--- src/rtl/iob_rom_stream_if.sv ---
// Stream output bundle for iob_rom_stream.
// master drives valid/data/last; slave returns ready.
interface iob_rom_stream_if #(
    parameter int DATA_W = 8
) ();
    logic              o_valid;
    logic [DATA_W-1:0] o_data;
    logic              o_last;
    logic              o_ready;

    modport master (
        output o_valid,
        output o_data,
        output o_last,
        input  o_ready
    );

    modport slave (
        input  o_valid,
        input  o_data,
        input  o_last,
        output o_ready
    );
endinterface

--- src/rtl/iob_rom_stream.sv ---
// Streams a burst of ROM words through a 2-entry output FIFO
// with valid/ready backpressure and abort.
module iob_rom_stream #(
    parameter int DATA_W = 8,
    parameter int ADDR_W = 4
) (
    input  logic              clk,
    input  logic              rst,
    input  logic              start,
    input  logic [ADDR_W-1:0] start_addr,
    input  logic [ADDR_W:0]   length,
    input  logic              abort,
    output logic              busy,
    output logic              done,
    output logic              r_en,
    output logic [ADDR_W-1:0] addr,
    input  logic [DATA_W-1:0] r_data,
    iob_rom_stream_if.master  strm
);
    localparam logic [1:0] IDLE  = 2'd0;
    localparam logic [1:0] RUN   = 2'd1;
    localparam logic [1:0] DRAIN = 2'd2;

    localparam logic [ADDR_W:0] CNT_ZERO = '0;
    localparam logic [ADDR_W:0] CNT_ONE  = {{ADDR_W{1'b0}}, 1'b1};

    logic [1:0]        state;
    logic [ADDR_W-1:0] ptr;
    logic [ADDR_W:0]   rcnt;
    logic [ADDR_W:0]   ocnt;
    logic              inflight;
    logic [1:0]        cnt;
    logic              wp;
    logic              rp;
    logic [DATA_W-1:0] mem [2];

    logic       pop;
    logic [1:0] occ;
    logic [1:0] occ_eff;
    logic       kill;

    assign pop     = strm.o_valid && strm.o_ready;
    assign occ     = cnt + {1'b0, inflight};
    assign occ_eff = occ - {1'b0, pop};
    assign kill    = abort && (state != IDLE);

    // Occupancy counts the in-flight read so the FIFO can never overflow.
    assign r_en = (state == RUN) && (rcnt != CNT_ZERO) && (occ_eff < 2'd2);
    assign addr = ptr;
    assign busy = (state != IDLE);

    assign strm.o_valid = (cnt != 2'd0);
    assign strm.o_data  = strm.o_valid ? mem[rp] : '0;
    assign strm.o_last  = strm.o_valid && (ocnt == CNT_ONE);

    always_ff @(posedge clk) begin
        if (inflight) mem[wp] <= r_data;
    end

    always_ff @(posedge clk) begin
        done <= 1'b0;
        if (rst || kill) begin
            state    <= IDLE;
            rcnt     <= '0;
            ocnt     <= '0;
            inflight <= 1'b0;
            cnt      <= '0;
            wp       <= 1'b0;
            rp       <= 1'b0;
            if (rst) ptr <= '0;
        end else begin
            inflight <= r_en;
            if (r_en) begin
                ptr  <= ptr + 1'b1;
                rcnt <= rcnt - CNT_ONE;
            end
            if (inflight) wp <= ~wp;
            if (pop) begin
                rp   <= ~rp;
                ocnt <= ocnt - CNT_ONE;
            end
            cnt <= cnt + {1'b0, inflight} - {1'b0, pop};
            case (state)
                IDLE: begin
                    if (start) begin
                        if (length != CNT_ZERO) begin
                            state <= RUN;
                            ptr   <= start_addr;
                            rcnt  <= length;
                            ocnt  <= length;
                        end else begin
                            done <= 1'b1;
                        end
                    end
                end
                RUN: begin
                    if (r_en && (rcnt == CNT_ONE)) state <= DRAIN;
                end
                DRAIN: begin
                    if (pop && (ocnt == CNT_ONE)) begin
                        state <= IDLE;
                        done  <= 1'b1;
                    end
                end
                default: state <= IDLE;
            endcase
        end
    end
endmodule
--- src/flat_wrapper.sv ---
// flat-port wrapper written by rule: the top's interface ports become plain ports
module iob_rom_stream_flat 
#(
    parameter int DATA_W = 8,
    parameter int ADDR_W = 4
)
  (clk, rst, start, start_addr, length, abort, busy, done, r_en, addr, r_data, strm_o_valid, strm_o_data, strm_o_last, strm_o_ready);
  iob_rom_stream_if #(.DATA_W(DATA_W)) strm_i ();
  input  logic clk;
  input  logic rst;
  input  logic start;
  input  logic [ADDR_W-1:0] start_addr;
  input  logic [ADDR_W:0] length;
  input  logic abort;
  output logic busy;
  output logic done;
  output logic r_en;
  output logic [ADDR_W-1:0] addr;
  input  logic [DATA_W-1:0] r_data;
  output wire logic [$bits(strm_i.o_valid)-1:0] strm_o_valid;
  output wire logic [$bits(strm_i.o_data)-1:0] strm_o_data;
  output wire logic [$bits(strm_i.o_last)-1:0] strm_o_last;
  input wire logic [$bits(strm_i.o_ready)-1:0] strm_o_ready;
  assign strm_o_valid = strm_i.o_valid;
  assign strm_o_data = strm_i.o_data;
  assign strm_o_last = strm_i.o_last;
  assign strm_i.o_ready = strm_o_ready;
  iob_rom_stream #(.DATA_W(DATA_W), .ADDR_W(ADDR_W)) u_core (.clk(clk), .rst(rst), .start(start), .start_addr(start_addr), .length(length), .abort(abort), .busy(busy), .done(done), .r_en(r_en), .addr(addr), .r_data(r_data), .strm(strm_i));
endmodule
--- config.mk ---
export PLATFORM = sky130hd
export DESIGN_NAME = iob_rom_stream_flat
export DESIGN_NICKNAME = d
export VERILOG_FILES = /design/src/rtl/iob_rom_stream_if.sv /design/src/rtl/iob_rom_stream.sv /design/src/flat_wrapper.sv
export SDC_FILE = /design/constraint.sdc
export NUM_CORES = 1
export LEC_CHECK = 0
export ABC_AREA = 1
export BUFFER_PORTS_ARGS = -buffer_cell sky130_fd_sc_hd__buf_4
export CAP_MARGIN = 40
export CORE_ASPECT_RATIO = 2
export CORE_MARGIN = 2
export CORE_UTILIZATION = 45
export DETAILED_ROUTE_END_ITERATION = 7
export MAX_ROUTING_LAYER = met4
export PLACE_DENSITY = 0.67
export SLEW_MARGIN = 5
export SYNTH_ARGS = -nofsm -noshare
export SYNTH_HDL_FRONTEND = slang
export SYNTH_SLANG_ARGS = --single-unit
--- constraint.sdc ---
create_clock -name clk -period 2.05 [get_ports clk]
set_clock_uncertainty 0.2 [all_clocks]
set_input_delay 0.41 -clock clk [delete_from_list [all_inputs] [get_ports clk]]
set_output_delay 0.41 -clock clk [all_outputs]
set_load 0.02 [all_outputs]
==> parameters.txt, run 1 <==
Parameter                              Value

Routing
  DRT Pass-1 Iters    4
  First-iteration detailed-routing DRC count    30
  Antenna-violating nets left    0
  Total detailed-routing wirelength    4100 um
  Post-detailed-route DRC marker count    0
  Via-per-instance ratio    4.95
  Via count    1658
  DR WL/cell    12.2 um

Global route
  First-pass GRT wire length    6700 um
  Maximum number of pins on one net before global-route repair    17
  All-layer global routing usage    19.0%
  Via count of the first global-routing pass    1595
  Number of antenna violations at the first check in global routing    0
  GRT Residual Overflow    0

Floorplanning
  Horizontal extent of the die    50.0 um
  I/O pin cnt    39
  Die extent in y    96.0 um
  Die footprint    0.00480 mm2
  Floorplan core area    0.00409 mm2
  Number of rows created at floorplan    33
  Effective utilization at floorplan    46.6%

Place
  Placed cell area    0.00237 mm2
  Final estimated routing congestion in global placement    0.797
  Pre-CTS worst setup slack    -243 ps
  Port buffer count    38
  Post-detailed-placement half-perimeter wirelength    3120 um

STA
  Worst-case headroom to the max-slew limit    77.2%
  Total setup violations reported at the end of the flow    11
  Worst Max-Slew Pin Slew    342 ps
  Final critical-path share of the clock period    112%
  Final worst setup slack    -240 ps
  Highest achievable clock rate    437 MHz
  Worst hold margin    106 ps
  Setup repair after global routing missed its margin    yes
  Number of hold violations in the final report    0
  Min Tclk post-route    2290 ps
  Number of slew-limit violations in the final report    0

Worst setup path
  Data required time at the worst endpoint    1440 ps
  Category of the worst setup path launch point    register
  Worst-path cell chain    nor2_4, nor2_8, inv_2, nand2_2, nand2_2, ha_4, inv_2, nand2_1, nand2_1, nand3_2, nand3_4, inv_4, buf_6
  Slowest cell on the critical path    sky130_fd_sc_hd__dfxtp_4
  Arrival @ worst endpoint    1680 ps
  Start-to-end type of the worst setup path    register to output pin
  Worst reg-to-reg setup slack    -140 ps
  Crit. End Element    output pin
  Highest cell delay on the worst timing path    360 ps
  Maximum net fanout on the critical path    3

Clock tree
  Root buffer cell    sky130_fd_sc_hd__clkbuf_8
  H-tree levels    2
  Sink Count    39
  CTS Buf Count    5
  CTS Hold Buffers Added    0
  Reg clk slew, reported paths    70 ps
  Worst skew pair latency    280 ps
  Worst-case clock buffer depth    2
  Clock tree from TritonCTS    done

Logic synthesis
  Count of state elements after synthesis    39
  Dominant synthesized flop cell    sky130_fd_sc_hd__edfxtp_1
  Most frequent cell after synthesis    sky130_fd_sc_hd__nand2_1
  Sequential area share after synthesis    51.5%
  Post-Syn Area    0.00191 mm2
  Yosys top cell area share    31.5%
  YS warnings    0
  Async set-reset flop share out of synthesis    0%
  Top cell type by total area after synthesis    sky130_fd_sc_hd__edfxtp_1
  Distinct cells, synth    32
  Most instantiated cells after synthesis    56 x sky130_fd_sc_hd__nand2_1, 28 x sky130_fd_sc_hd__inv_1, 27 x sky130_fd_sc_hd__a21oi_1
  Top cells by area, synth    sky130_fd_sc_hd__edfxtp_1 32%, sky130_fd_sc_hd__dfxtp_1 20%, sky130_fd_sc_hd__nand2_1 11%
  Post-synthesis net count    250
  Number of synthesized flops with an enable pin    20
  Average footprint of a synthesized cell    8.62 um2
  Synthesized instance count    221

Final layout
  Core Util, Final    63.5%
  Area growth from synthesis to final layout    36.2%
  Final design instance area without fill    0.00260 mm2
  Share of cells above drive strength 1    31.8%
  Filler instances    351
  Antenna diodes    0
  Fin nets    311

Power and ir drop
  Power consumption    2.35 mW
  Power per standard cell area    907 mW/mm2
  Highest ir drop seen on vdd    656 uV
  Static Leakage    1.15 nW

Outcome
  Result of the run    finished with violations
  Violations in the final reports    negative setup slack

Flow run
  Max-cap check violation count    0

Min path
  Hold/Removal Path Class    input pin to register
[stage by stage]
stage | setup TNS [ps] | cells
floorplan | -509 | 221
global placement | -1610 | 322
detailed placement | -2240 | 322
CTS | -1130 | 333
global route | -2580 | 335
finish | -991 | 335
[timing repair]
action / in CTS / in global routing
resized for setup: 6 / 10
gates cloned: 0 / 0
pin swaps: 8 / 7
setup buffers: 3 / 3
endpoints found under the setup margin: 13 / 13
[placed cells by master (no fill, tap or decap), drive strengths merged, types with 2 or more instances in the layout]
cell type / synthesis / routed
edfxtp: 20 / 20
nor2: 19 / 19
buf: 2 / 57
inv: 30 / 30
a21oi: 28 / 28
ha: 7 / 7
o211ai: 3 / 3
nor3: 2 / 2
nand2: 57 / 57
dfxtp: 19 / 19
xor2: 2 / 2
bufinv: 0 / 2
o21ai: 9 / 9
nand3: 14 / 14
clkbuf: 1 / 6
[critical path: cells and delay by family (launching register included)]
| kind | cells | cell delay (ps) |
|---|---|---|
| DFF | 1 | 360 |
| and+or+nand+nor | 8 | 610 |
| adders and majority gates | 1 | 150 |
| buffers and inverters | 4 | 270 |
[registers in the layout, indices dropped and copies added, names as in the netlist, named ones only]
| name | count |
|---|---|
| u_core.inflight | 1 |
| u_core.cnt | 2 |
| u_core.rp | 1 |
| u_core.rcnt | 5 |
| u_core.done | 1 |
| u_core.addr | 4 |
| u_core.wp | 1 |
| u_core.state | 2 |
| u_core.ocnt | 5 |
| u_core.mem | 16 |
[power breakdown]
group	total [mW]	internal, mW	switching [mW]
Combinational	0.669	0.291	0.379
Clock	0.743	0.486	0.257
Sequential	0.942	0.886	0.0558
Total	2.35	1.66	0.691
[cell families after synthesis]
group	count (synthesis)	synth area share (%)
compound gates	42	12.2
xor+xnor	3	1.38
fa+ha+maj	7	4.60
buf+inv	34	6.96
flops	39	51.5
simple gates	96	23.4
[layer usage]
metal / vias to the layer above / global-route usage [%] / wire length, um
met4: 0 / 9.03 / 91
li1: 846 / - / -
met5: - / - / 0
met2: 47 / 37.6 / 2410
met3: 11 / 3.57 / 195
met1: 754 / 16.4 / 1410
[layout make-up]
cell class	count	area (um2)	area share [%]
clock buffers	6	72.6	2.80
multi-input cells	148	848	32.7
well taps	52	65.1	2.51
clock inverters	2	60.1	2.31
inverters	31	119	4.58
repair buffers	57	444	17.1
flip-flops and latches	39	987	38.0
[final timing paths]
path	end	depth (start not counted)	start
worst max-delay path	r_en	13	u_core.cnt[0]
worst min-delay path	u_core.mem[0][3]	1	r_data[3]
worst max register to register	u_core.rcnt[3]	18	u_core.cnt[0]
worst min register to register	register	1	u_core.rp
Power figures use the tool's default switching activity.
==> run 2: changes to the inputs <==
--- a/config.mk
+++ b/config.mk
@@ -5,7 +5,6 @@
 export SDC_FILE = /design/constraint.sdc
 export NUM_CORES = 1
 export LEC_CHECK = 0
-export ABC_AREA = 1
 export BUFFER_PORTS_ARGS = -buffer_cell sky130_fd_sc_hd__buf_4
 export CAP_MARGIN = 40
 export CORE_ASPECT_RATIO = 2
==> run 2 against run 1 <==
Clock-buffer cell count did not move. Design area grew 2.7%. Largest cell class unchanged. Sequential power about the same. Power is 5.4% lower. Synthesized cell count down 19%. The flow still finishes with violations (negative setup slack). Cell count decreased by 9.9%. Largest power group unchanged.
==> parameters.txt, run 2 <==
Parameter                              Value

Power and ir drop
  Highest ir drop seen on vdd    743 uV
  Power per standard cell area    835 mW/mm2
  Static Leakage    1.10 nW

Final layout
  Commonest non-fill, non-tap cell in the layout    sky130_fd_sc_hd__buf_4
  Antenna diodes    0
  Fin nets    278
  Most frequent cells in the layout    68 x sky130_fd_sc_hd__buf_4, 21 x sky130_fd_sc_hd__nor2_1, 20 x sky130_fd_sc_hd__edfxtp_1, 15 x sky130_fd_sc_hd__dfxtp_1, 11 x sky130_fd_sc_hd__mux2i_1
  Largest register FFs    16
  Share of cells above drive strength 1    40.4%
  Registers with the most flip-flops    u_core.mem: 16 flops, u_core.ocnt: 5 flops, u_core.rcnt: 5 flops
  Register with the highest flop count    u_core.mem
  Area growth from synthesis to final layout    39.5%

Global route
  Number of antenna violations at the first check in global routing    0
  GRT Residual Overflow    0
  All-layer global routing usage    21.3%
  First-pass GRT wire length    7470 um
  Maximum number of pins on one net before global-route repair    15
  Via count of the first global-routing pass    1727

Routing
  Post-detailed-route DRC marker count    0
  DR WL/cell    14.5 um
  Total detailed-routing wirelength    4390 um
  Antenna-violating nets left    0
  Via count    1609
  DRT Pass-1 Iters    4
  First-iteration detailed-routing DRC count    20
  Via-per-instance ratio    5.33

Logic synthesis
  Yosys top cell area share    31.4%
  Async set-reset flop share out of synthesis    0%
  Sequential area share after synthesis    51.3%
  Dominant synthesized flop cell    sky130_fd_sc_hd__edfxtp_1
  Number of synthesized flops with an enable pin    20
  Post-synthesis net count    207
  Most frequent cell after synthesis    sky130_fd_sc_hd__nor2_1
  Top cells by area, synth    sky130_fd_sc_hd__edfxtp_1 31%, sky130_fd_sc_hd__dfxtp_1 20%, sky130_fd_sc_hd__mux2i_1 5.8%
  Synthesized instance count    178
  Post-Syn Area    0.00191 mm2
  Most instantiated cells after synthesis    22 x sky130_fd_sc_hd__nor2_1, 20 x sky130_fd_sc_hd__edfxtp_1, 19 x sky130_fd_sc_hd__dfxtp_1
  Top cell type by total area after synthesis    sky130_fd_sc_hd__edfxtp_1
  Average footprint of a synthesized cell    10.7 um2
  Distinct cells, synth    45
  YS warnings    0
  Count of state elements after synthesis    39

Outcome
  Violations in the final reports    negative setup slack
  Result of the run    finished with violations

Min path
  Number of stages on the worst hold path    1
  Hold/Removal Path Class    input pin to register
  Hold wc startpoint    r_data[4]
  Min-Delay Endpoint    u_core.mem[0][4]

Place
  Final estimated routing congestion in global placement    0.946
  Post-detailed-placement half-perimeter wirelength    3440 um
  Pre-CTS worst setup slack    -243 ps
  Port buffer count    38

STA
  Total Negative Setup Slacks    -1570 ps
  Worst-case headroom to the max-slew limit    62.2%
  Min Tclk post-route    2340 ps
  Final worst setup slack    -287 ps
  Total setup violations reported at the end of the flow    11
  Highest achievable clock rate    428 MHz
  Worst Max-Slew Pin Slew    567 ps
  Worst hold margin    108 ps
  Setup repair after global routing missed its margin    yes
  Number of slew-limit violations in the final report    0
  Final critical-path share of the clock period    114%
  Number of hold violations in the final report    0

Floorplanning
  Number of rows created at floorplan    33
  Die footprint    0.00481 mm2
  I/O pin cnt    39
  Horizontal extent of the die    50.1 um
  Effective utilization at floorplan    46.7%
  Floorplan core area    0.00409 mm2
  Die extent in y    96.2 um

Worst setup path
  FF-to-FF Start    u_core.cnt[1]
  Worst R2R End    u_core.rcnt[1]
  Crit. End Element    output pin
  Worst R2R Path Depth    9
  Category of the worst setup path launch point    register
  Start-to-end type of the worst setup path    register to output pin
  Maximum net fanout on the critical path    4
  Arrival @ worst endpoint    1730 ps
  Worst reg-to-reg setup slack    -260 ps
  Data required time at the worst endpoint    1440 ps

Clock tree
  Clock tree from TritonCTS    done
  CTS Hold Buffers Added    0
  Reg clk slew, reported paths    70 ps
  Worst-case clock buffer depth    2
  Root buffer cell    sky130_fd_sc_hd__clkbuf_8
  CTS Buf Count    5
  Worst skew pair latency    290 ps
  H-tree levels    2
  Sink Count    39

Flow run
  Max-cap check violation count    0
run 2: through the flow:
stage,utilization [%],cell area [um2],std cells,power (mW)
3_5_place_dp,59.8,2450,288,1.54
3_3_place_gp,59.8,2450,288,1.52
6_report,65.2,2670,302,2.23
4_1_cts,64.6,2640,301,2.23
2_1_floorplan,-,1930,178,1.29
5_1_grt,65.2,2670,302,2.33
run 2: worst max path at each step:
stage	endpoint	from	cells after the start	slack [ps]
3_5_place_dp	u_core.addr[3]	strm_o_ready	8	-240
5_1_grt	r_en	u_core.cnt[1]	7	-340
3_3_place_gp	u_core.addr[3]	strm_o_ready	8	-140
4_1_cts	r_en	u_core.rcnt[1]	7	-280
6_report	r_en	u_core.cnt[1]	7	-290
2_1_floorplan	u_core.addr[1]	u_core.rcnt[0]	8	-30
run 2: power by group:
| group | switching (mW) | internal (mW) | leakage, nW |
|---|---|---|---|
| logic | 0.311 | 0.323 | 0.689 |
| clock network | 0.254 | 0.393 | 0.0612 |
| registers | 0.0579 | 0.886 | 0.348 |
run 2: final cells by class:
| type | instances | area (um2) |
|---|---|---|
| clock buffer | 6 | 82.6 |
| clock inverter | 2 | 35.0 |
| fill | 321 | 1420 |
| inverter | 8 | 32.5 |
| multi-input combinational | 125 | 920 |
| sequential | 39 | 988 |
| tap | 52 | 65.1 |
| timing repair buffer | 70 | 542 |
run 2: cell families (layout without fill, tap and decap cells):
| group | count (synthesis) | count (layout) | share of synthesized area (%) |
|---|---|---|---|
| AOI/OAI and AO/OA | 30 | 30 | 10.3 |
| and+or+nand+nor | 64 | 64 | 17.9 |
| buffers and inverters | 14 | 86 | 3.73 |
| DFF | 39 | 39 | 51.3 |
| muxes | 13 | 13 | 7.14 |
| xor gates and xnor gates | 11 | 11 | 5.04 |
| adders and majority gates | 7 | 7 | 4.58 |
run 2: critical path, stage by stage (launching register included):
cell	delay (ps)
sky130_fd_sc_hd__dfxtp_2	350
sky130_fd_sc_hd__o21ai_4	180
sky130_fd_sc_hd__xnor2_2	100
sky130_fd_sc_hd__ha_2	200
sky130_fd_sc_hd__nand3b_1	160
sky130_fd_sc_hd__mux2_4	300
sky130_fd_sc_hd__inv_4	50
sky130_fd_sc_hd__buf_6	100
run 2: layer usage:
| layer | GRT usage (%) | part of all wire (%) | vias up |
|---|---|---|---|
| met5 | - | 0 | - |
| met4 | 10.6 | 3.0 | 0 |
| met3 | 3.11 | 4.5 | 11 |
| met2 | 42.1 | 59 | 49 |
| met1 | 18.5 | 33 | 762 |
| li1 | - | - | 787 |
run 2: timing repair:
action / CTS / global route
resized for setup: 11 / 3
pin swaps: 5 / 1
setup endpoints to repair: 8 / 13
buffers inserted: 5 / 1
